===== src/rtl/vga_timing_pkg.sv =====
// Shared VGA timing defaults (640x480@60) and pixel/control types for scanout and pane writer.
// Declarations only: no logic, no latency, no flow control.
package vga_timing_pkg;
  localparam int H_ACTIVE_DEF = 640;
  localparam int H_FP_DEF     = 16;
  localparam int H_SYNC_DEF   = 96;
  localparam int H_BP_DEF     = 48;
  localparam int V_ACTIVE_DEF = 480;
  localparam int V_FP_DEF     = 10;
  localparam int V_SYNC_DEF   = 2;
  localparam int V_BP_DEF     = 33;

  localparam int H_TOTAL_DEF = H_ACTIVE_DEF + H_FP_DEF + H_SYNC_DEF + H_BP_DEF;
  localparam int V_TOTAL_DEF = V_ACTIVE_DEF + V_FP_DEF + V_SYNC_DEF + V_BP_DEF;

  typedef logic [23:0] rgb_t;

  typedef struct packed {
    logic hsync;
    logic vsync;
    logic blank;
    logic frame_start;
  } vid_ctl_t;
endpackage


===== src/rtl/display_scanout_if.sv =====
// Pixel FIFO read port (first-word-fall-through head, empty flag, pop strobe).
// The FIFO side owns data/empty; the scanout side owns the pop strobe.
interface display_scanout_if;
  import vga_timing_pkg::*;
  rgb_t data_in;
  logic empty;
  logic rd_en;

  modport master (output data_in, output empty, input rd_en);
  modport slave  (input data_in, input empty, output rd_en);
endinterface


===== src/rtl/vga_timing_gen.sv =====
// Free-running h/v pixel counters with combinational active/sync/first-pixel decode.
// Zero latency from counter state; never stalls, so FIFO underflow cannot shift timing.
module vga_timing_gen
  import vga_timing_pkg::*;
#(
  parameter int H_ACTIVE = H_ACTIVE_DEF,
  parameter int H_FP     = H_FP_DEF,
  parameter int H_SYNC   = H_SYNC_DEF,
  parameter int H_BP     = H_BP_DEF,
  parameter int V_ACTIVE = V_ACTIVE_DEF,
  parameter int V_FP     = V_FP_DEF,
  parameter int V_SYNC   = V_SYNC_DEF,
  parameter int V_BP     = V_BP_DEF
) (
  input  logic clk,
  input  logic rst,
  output logic active,
  output logic hsync_n,
  output logic vsync_n,
  output logic first
);
  localparam int H_TOTAL = H_ACTIVE + H_FP + H_SYNC + H_BP;
  localparam int V_TOTAL = V_ACTIVE + V_FP + V_SYNC + V_BP;
  localparam int HW = $clog2(H_TOTAL);
  localparam int VW = $clog2(V_TOTAL);

  // Every bound is pre-sized to the counter width so all compares are same-width unsigned.
  localparam logic [HW-1:0] H_LAST   = HW'(H_TOTAL - 1);
  localparam logic [HW-1:0] H_ACT    = HW'(H_ACTIVE);
  localparam logic [HW-1:0] HS_FIRST = HW'(H_ACTIVE + H_FP);
  localparam logic [HW-1:0] HS_LAST  = HW'(H_ACTIVE + H_FP + H_SYNC - 1);
  localparam logic [VW-1:0] V_LAST   = VW'(V_TOTAL - 1);
  localparam logic [VW-1:0] V_ACT    = VW'(V_ACTIVE);
  localparam logic [VW-1:0] VS_FIRST = VW'(V_ACTIVE + V_FP);
  localparam logic [VW-1:0] VS_LAST  = VW'(V_ACTIVE + V_FP + V_SYNC - 1);

  logic [HW-1:0] h_cnt;
  logic [VW-1:0] v_cnt;

  always_ff @(posedge clk or posedge rst) begin
    if (rst) begin
      h_cnt <= '0;
      v_cnt <= '0;
    end else if (h_cnt == H_LAST) begin
      h_cnt <= '0;
      v_cnt <= (v_cnt == V_LAST) ? '0 : v_cnt + VW'(1);
    end else begin
      h_cnt <= h_cnt + HW'(1);
    end
  end

  always_comb begin
    active  = (h_cnt < H_ACT) && (v_cnt < V_ACT);
    hsync_n = !((h_cnt >= HS_FIRST) && (h_cnt <= HS_LAST));
    vsync_n = !((v_cnt >= VS_FIRST) && (v_cnt <= VS_LAST));
    first   = (h_cnt == '0) && (v_cnt == '0);
  end
endmodule


===== src/rtl/display_scanout.sv =====
// VGA scanout: pops the pixel FIFO during active video and registers colour plus sync/blank.
// 1-cycle latency from counter state; an empty FIFO yields black and flags underflow, never stalls.
module display_scanout
  import vga_timing_pkg::*;
#(
  parameter int H_ACTIVE = H_ACTIVE_DEF,
  parameter int H_FP     = H_FP_DEF,
  parameter int H_SYNC   = H_SYNC_DEF,
  parameter int H_BP     = H_BP_DEF,
  parameter int V_ACTIVE = V_ACTIVE_DEF,
  parameter int V_FP     = V_FP_DEF,
  parameter int V_SYNC   = V_SYNC_DEF,
  parameter int V_BP     = V_BP_DEF
) (
  input  logic                     clk,
  input  logic                     rst,
  display_scanout_if.slave         fifo,
  output rgb_t                     rgb,
  output logic                     hsync,
  output logic                     vsync,
  output logic                     blank,
  output logic                     frame_start,
  output logic                     underflow
);
  logic     active, hsync_n, vsync_n, first;
  vid_ctl_t ctl;

  vga_timing_gen #(
    .H_ACTIVE(H_ACTIVE), .H_FP(H_FP), .H_SYNC(H_SYNC), .H_BP(H_BP),
    .V_ACTIVE(V_ACTIVE), .V_FP(V_FP), .V_SYNC(V_SYNC), .V_BP(V_BP)
  ) u_timing (
    .clk     (clk),
    .rst     (rst),
    .active  (active),
    .hsync_n (hsync_n),
    .vsync_n (vsync_n),
    .first   (first)
  );

  // Counters already sit at (0,0) during reset, so the pop must be masked explicitly.
  assign fifo.rd_en = active && !fifo.empty && !rst;

  always_ff @(posedge clk or posedge rst) begin
    if (rst) begin
      rgb       <= '0;
      ctl       <= '{hsync: 1'b1, vsync: 1'b1, blank: 1'b1, frame_start: 1'b0};
      underflow <= 1'b0;
    end else begin
      rgb       <= fifo.rd_en ? fifo.data_in : '0;
      ctl       <= '{hsync: hsync_n, vsync: vsync_n, blank: !active, frame_start: first};
      underflow <= underflow || (active && fifo.empty);
    end
  end

  assign hsync       = ctl.hsync;
  assign vsync       = ctl.vsync;
  assign blank       = ctl.blank;
  assign frame_start = ctl.frame_start;
endmodule


===== src/flat_wrapper.sv =====
// flat-port wrapper written by rule: the top's interface ports become plain ports
module display_scanout_flat import vga_timing_pkg::*;
#(
  parameter int H_ACTIVE = H_ACTIVE_DEF,
  parameter int H_FP     = H_FP_DEF,
  parameter int H_SYNC   = H_SYNC_DEF,
  parameter int H_BP     = H_BP_DEF,
  parameter int V_ACTIVE = V_ACTIVE_DEF,
  parameter int V_FP     = V_FP_DEF,
  parameter int V_SYNC   = V_SYNC_DEF,
  parameter int V_BP     = V_BP_DEF
)
  (clk, rst, rgb, hsync, vsync, blank, frame_start, underflow, fifo_data_in, fifo_empty, fifo_rd_en);
  display_scanout_if fifo_i ();
  input  logic clk;
  input  logic rst;
  output rgb_t rgb;
  output logic hsync;
  output logic vsync;
  output logic blank;
  output logic frame_start;
  output logic underflow;
  input wire logic [$bits(fifo_i.data_in)-1:0] fifo_data_in;
  input wire logic [$bits(fifo_i.empty)-1:0] fifo_empty;
  output wire logic [$bits(fifo_i.rd_en)-1:0] fifo_rd_en;
  assign fifo_i.data_in = fifo_data_in;
  assign fifo_i.empty = fifo_empty;
  assign fifo_rd_en = fifo_i.rd_en;
  display_scanout #(.H_ACTIVE(H_ACTIVE), .H_FP(H_FP), .H_SYNC(H_SYNC), .H_BP(H_BP), .V_ACTIVE(V_ACTIVE), .V_FP(V_FP), .V_SYNC(V_SYNC), .V_BP(V_BP)) u_core (.clk(clk), .rst(rst), .fifo(fifo_i), .rgb(rgb), .hsync(hsync), .vsync(vsync), .blank(blank), .frame_start(frame_start), .underflow(underflow));
endmodule

===== config.mk =====
export PLATFORM = sky130hd
export DESIGN_NAME = display_scanout_flat
export DESIGN_NICKNAME = d
export VERILOG_FILES = /design/src/rtl/vga_timing_pkg.sv /design/src/rtl/display_scanout_if.sv /design/src/rtl/vga_timing_gen.sv /design/src/rtl/display_scanout.sv /design/src/flat_wrapper.sv
export SDC_FILE = /design/constraint.sdc
export NUM_CORES = 1
export LEC_CHECK = 0
export ABC_CLOCK_PERIOD_IN_PS = 5500
export CORE_MARGIN = 2
export CORE_UTILIZATION = 52
export CTS_CLUSTER_DIAMETER = 200
export DETAILED_ROUTE_END_ITERATION = 10
export PLACE_DENSITY = 0.81
export SLEW_MARGIN = 20
export SYNTH_ARGS = -nofsm -noshare
export SYNTH_HDL_FRONTEND = slang
export SYNTH_HIERARCHICAL = 1
export SYNTH_SLANG_ARGS = --single-unit

===== constraint.sdc =====
create_clock -name clk -period 5.5 [get_ports clk]
set_input_delay 0.55 -clock clk [delete_from_list [all_inputs] [get_ports clk]]
set_output_delay 0.55 -clock clk [all_outputs]
set_load 0.1 [all_outputs]

# After elaboration in Yosys (flattened, before gate mapping)
# Cells that the tools add are included.
# word_totals
wordCells,36
register_bits,49
out_inout_bits,30
inputBits,27
# classes
n_reduce_logical,15
addsub,2
magnitude_cmp,6
eq_ne,2
muxes,3
# op_table
op,count
24-bit two-way mux,1
10-bit by 1-bit adder with 10-bit output (second input constant),2
10-bit == test (second input constant),2
10-bit zero test,2
10-bit two-way mux,2
10-bit greater-or-equal comparator (second input constant),1
10-bit by 9-bit greater-or-equal comparator with 1-bit output (second input constant),1
10-bit <= comparator (second input constant),1
10-bit by 9-bit <= comparator with 1-bit output (second input constant),1
10-bit < comparator (second input constant),1
10-bit by 9-bit < comparator with 1-bit output (second input constant),1
1-bit logical AND,7
1-bit zero test,5
1-bit logical OR,1

# Longest topological paths before layout
# depth
depth_word,5
depth_mapped,6
depth_no_buf,6

# Cells and area by module
# Netlist, hierarchy kept.
# by_module_without_submodules
mod,seq_area_each_um2,area_each_um2,n_inst,cells_each
vga_timing_gen,500.5,1151.1,1,115
display_scanout,729.4,1066.0,1,63

# Least setup slack after synthesis
# Ideal clock, no wire load.
# synth_path
kind,register to output
startpoint,register u_core.u_timing.h_cnt[8]
endpoint,output port fifo_rd_en
path_slack_ns,1.248
t_required_ns,4.950
stages_incl_launch_ff,5
arrival_time_ns,3.702
path_buffers,1
path_cell_list,dfrtp_1 > or2_2 > a221oi_1 > buf_4 > nor3b_1
# synth_via
elab_chain_cells,4
# synth_rtl
element,line_no,rtl
from (decl),vga_timing_gen.sv:37,logic [HW-1:0] h_cnt;
from (signal assigned),vga_timing_gen.sv:48,h_cnt <= h_cnt + HW'(1);
10-bit < comparator,vga_timing_gen.sv:53,active = (h_cnt < H_ACT) && (v_cnt < V_ACT);
1-bit logical AND,vga_timing_gen.sv:53,
named net u_core.active,display_scanout.sv:25,"logic active, hsync_n, vsync_n, first;"
1-bit logical AND (2 in series),display_scanout.sv:41,assign fifo.rd_en = active && !fifo.empty && !rst;
to (decl),flat_wrapper.sv:25,output wire logic [$bits(fifo_i.rd_en)-1:0] fifo_rd_en;
# The timed path passes the listed nets, and every way through them passes these cells.

# Worst setup path in the final report
# layout_path
startpoint,input port rst
endpoint,output port fifo_rd_en
# layout_via
elab_chain_cells,2
# layout_rtl
element,line_no,rtl
from (decl),flat_wrapper.sv:16,input logic rst;
1-bit zero test,display_scanout.sv:41,
1-bit logical AND,display_scanout.sv:41,
# No other way between the ends.

==> run summary <==
final setup fails -> 0
antenna violations before repair -> 0
chip height -> 69.3 um
CP Class -> in2out
reg2reg path depth -> 4
r2r endpoint -> u_core/u_timing/v_cnt[8]
CTS tree -> done
top post-synthesis cells by area -> dfrtp_1 (52%), nor4bb_1 (6.8%), dfstp_2 (3.6%)
dpl cell area -> 2760 um2
die area -> 4800 um2
Overflow after GRT -> 0
IO Count -> 57
share of layout cells above drive strength 1 -> 14.2%
unrepaired setup endpoints after global routing -> false
upper clock frequency limit -> 271 MHz
commonest non-fill, non-tap cells in the layout -> clkdlybuf4s50_1 (56), dfrtp_1 (46), nor4bb_1 (15)
WL/cell -> 17.0 um
Rows -> 23
Hold Path Class -> reg2reg
register area share after synthesis -> 55.5%
most common cell after layout, fill and taps aside -> clkdlybuf4s50_1
Comb power frac -> 16.0%
startpoint types -> primary input
min cycle time layout -> 3.68 ns
antenna cells -> 0
Hold Crit Endpoint -> u_core/underflow
Die W -> 69.3 um
Mapped Cells -> 178
fin. max-slew vios -> 0
DR pass1 iterations -> 4
Top FF cell, synth -> dfrtp_1
Pwr per Cell Area -> 240 nW/um2
Worst slew margin -> 31.4%
DR vias -> 1,606
Seq pwr share -> 54.1%
DRC -> 0
Starting Density -> 54.6%
Clock Latency Late Sink -> 0.30 ns
maxcap violations -> 0
Sum Neg Setup Slack -> 0 ns
Crit. End Element -> output pin
Resized cells post-CTS -> 0
core footprint -> 4060 um2
Worst EP arrival -> 3.13 ns
VDD IR-drop max -> 0.166 mV
Detailed Place HPWL -> 3.38 mm
clk root buf -> clkbuf_8
CTS H-Tree Depth -> 2
internal reg-to-reg setup slack -> 3.63 ns
Hold Vio Cnt, Final -> 0
Mapped Nets -> 209
largest fanout on the critical path -> 27
status -> finished, final reports clean
drt first-iter violations -> 105
FF-to-FF Start -> u_core/u_timing/h_cnt[5]
Final Wtd Congestion -> 0.860
share of Yosys cell area claimed by the top area cell type -> 51.9%
worst slack, placed -> 1.89 ns
area leader, netlist -> dfrtp_1
IO Port Bufs -> 56
area grow syn2layout -> 28.3%
yosys warns -> 6
hold_buf cts -> 0
Synth cell types -> 44
switching pwr -> 0.000192 W
startpoint of the worst hold path -> u_core/underflow
syn avg cell area -> 12.5 um2
Final Instance Area -> 2850 um2
vias in the first global route -> 1,542
first-pass GRT wire length -> 7.96 mm
setup ws final -> 1.82 ns
GRT Overall Usage -> 21.2%
Sw Share -> 28.1%
vias per cell -> 5.70
Worst Path Required -> 4.95 ns
Fin Clk Skew -> 0.00494 ns
overall power -> 0.000682 W
CTS Buffer Depth -> 2
Layout Nets -> 262
final worst path period share -> 67.0%
pin count of the biggest net entering global routing -> 30
Setup Fix Bufs, Post-CTS -> 0
clock power share -> 30.0%
Pint -> 0.000490 W
clock-pin slew on the worst setup and hold paths -> 0.09 ns
clock buffer count from CTS -> 5
final WL -> 4.79 mm
Worst-Margin Slew -> 1.03 ns
Leak -> 1.30 nW
clock sink total -> 49
Async SR Flop Fraction -> 100%
post-route ant nets -> 0
Hold Path Depth -> 1
Post-synth EDFFs -> 0
Yosys reg bits -> 49
Post-Syn Area -> 2220 um2
## how the worst max path moves through the flow
stage                             startpoint    endpoint  slack, ns  cells after the start
floorplan           u_core/u_timing/h_cnt[8]  fifo_rd_en       1.25                      4
global placement                         rst  fifo_rd_en       2.03                      3
detailed placement                       rst  fifo_rd_en       1.89                      3
CTS                 u_core/u_timing/h_cnt[8]  fifo_rd_en       1.86                      5
global route        u_core/u_timing/h_cnt[8]  fifo_rd_en       1.64                      5
finish                                   rst  fifo_rd_en       1.82                      3
## power groups by stage
stage               sequential, W  combinational (W)  clock (W)
detailed placement       0.000376           0.000109          0
CTS                      0.000369           0.000110   0.000209
finish                   0.000369           0.000109   0.000204
global placement         0.000375           0.000108          0
global route             0.000369           0.000114   0.000226
floorplan                0.000426          0.0000213          0
## per-stage QoR
step,hold WS [ns],util (%),cells
floorplan,0.444,-,178
global route,0.516,70.1,282
finish,0.472,70.1,282
CTS,0.473,70.1,282
detailed placement,0.453,68.1,274
global placement,0.456,68.1,274
## cell type report
type / count / area [um2]
inverters: 8 / 30.0
repair buffers: 57 / 568
flip-flops and latches: 49 / 1230
clock buffers: 6 / 72.6
fillers: 289 / 1210
well taps: 50 / 62.6
clock inverters: 2 / 10.0
multi-input cells: 110 / 872
## critical path, stage by stage
cell,delay [ns]
clkdlybuf4s50_1,0.94
nor3b_1,0.45
clkdlybuf4s50_1,1.19
## metal layers
layer / global-route usage, % / share of wire, % / up-vias
met4: 6.54 / 1.3 / 0
met5: 0 / 0 / -
li1: - / - / 745
met2: 31.2 / 45 / 68
met1: 29.7 / 46 / 787
met3: 7.27 / 7.5 / 6
## registers in the layout, indices dropped and copies added (netlist names)
name	flops
u_core/rgb	24
u_core/u_timing/h_cnt	10
u_core/u_timing/v_cnt	10
u_core/blank	1
u_core/frame_start	1
u_core/hsync	1
u_core/underflow	1
u_core/vsync	1
## synth_stat cells, types with 2 or more instances
| cell | instances |
|---|---|
| and4bb_2 | 6 |
| o21ai_0 | 3 |
| buf_4 | 5 |
| buf_2 | 2 |
| and3_1 | 3 |
| or4_1 | 2 |
| a21oi_1 | 2 |
| nor4bb_2 | 3 |
| inv_1 | 8 |
| a21o_1 | 2 |
| nand4_1 | 5 |
| nor4_1 | 3 |
| nor2_1 | 10 |
| dfstp_2 | 3 |
| xnor2_1 | 6 |
| xor2_1 | 5 |
| nand2_1 | 8 |
| ha_1 | 4 |
| nor3_1 | 4 |
| nor4bb_1 | 15 |
| nand3_1 | 7 |
| dfrtp_1 | 46 |
| and3_2 | 5 |
## cell families after synthesis
group                      Yosys count  synth area share [%]
muxes                                1                 0.508
AOI/OAI and AO/OA                   13                  4.18
buffers and inverters               19                  5.19
adders and majority gates            4                  2.26
DFF                                 49                  55.5
and+or+nand+nor                     81                  28.0
xor gates and xnor gates            11                  4.35
Note: power is estimated with default switching activity, not from simulation.
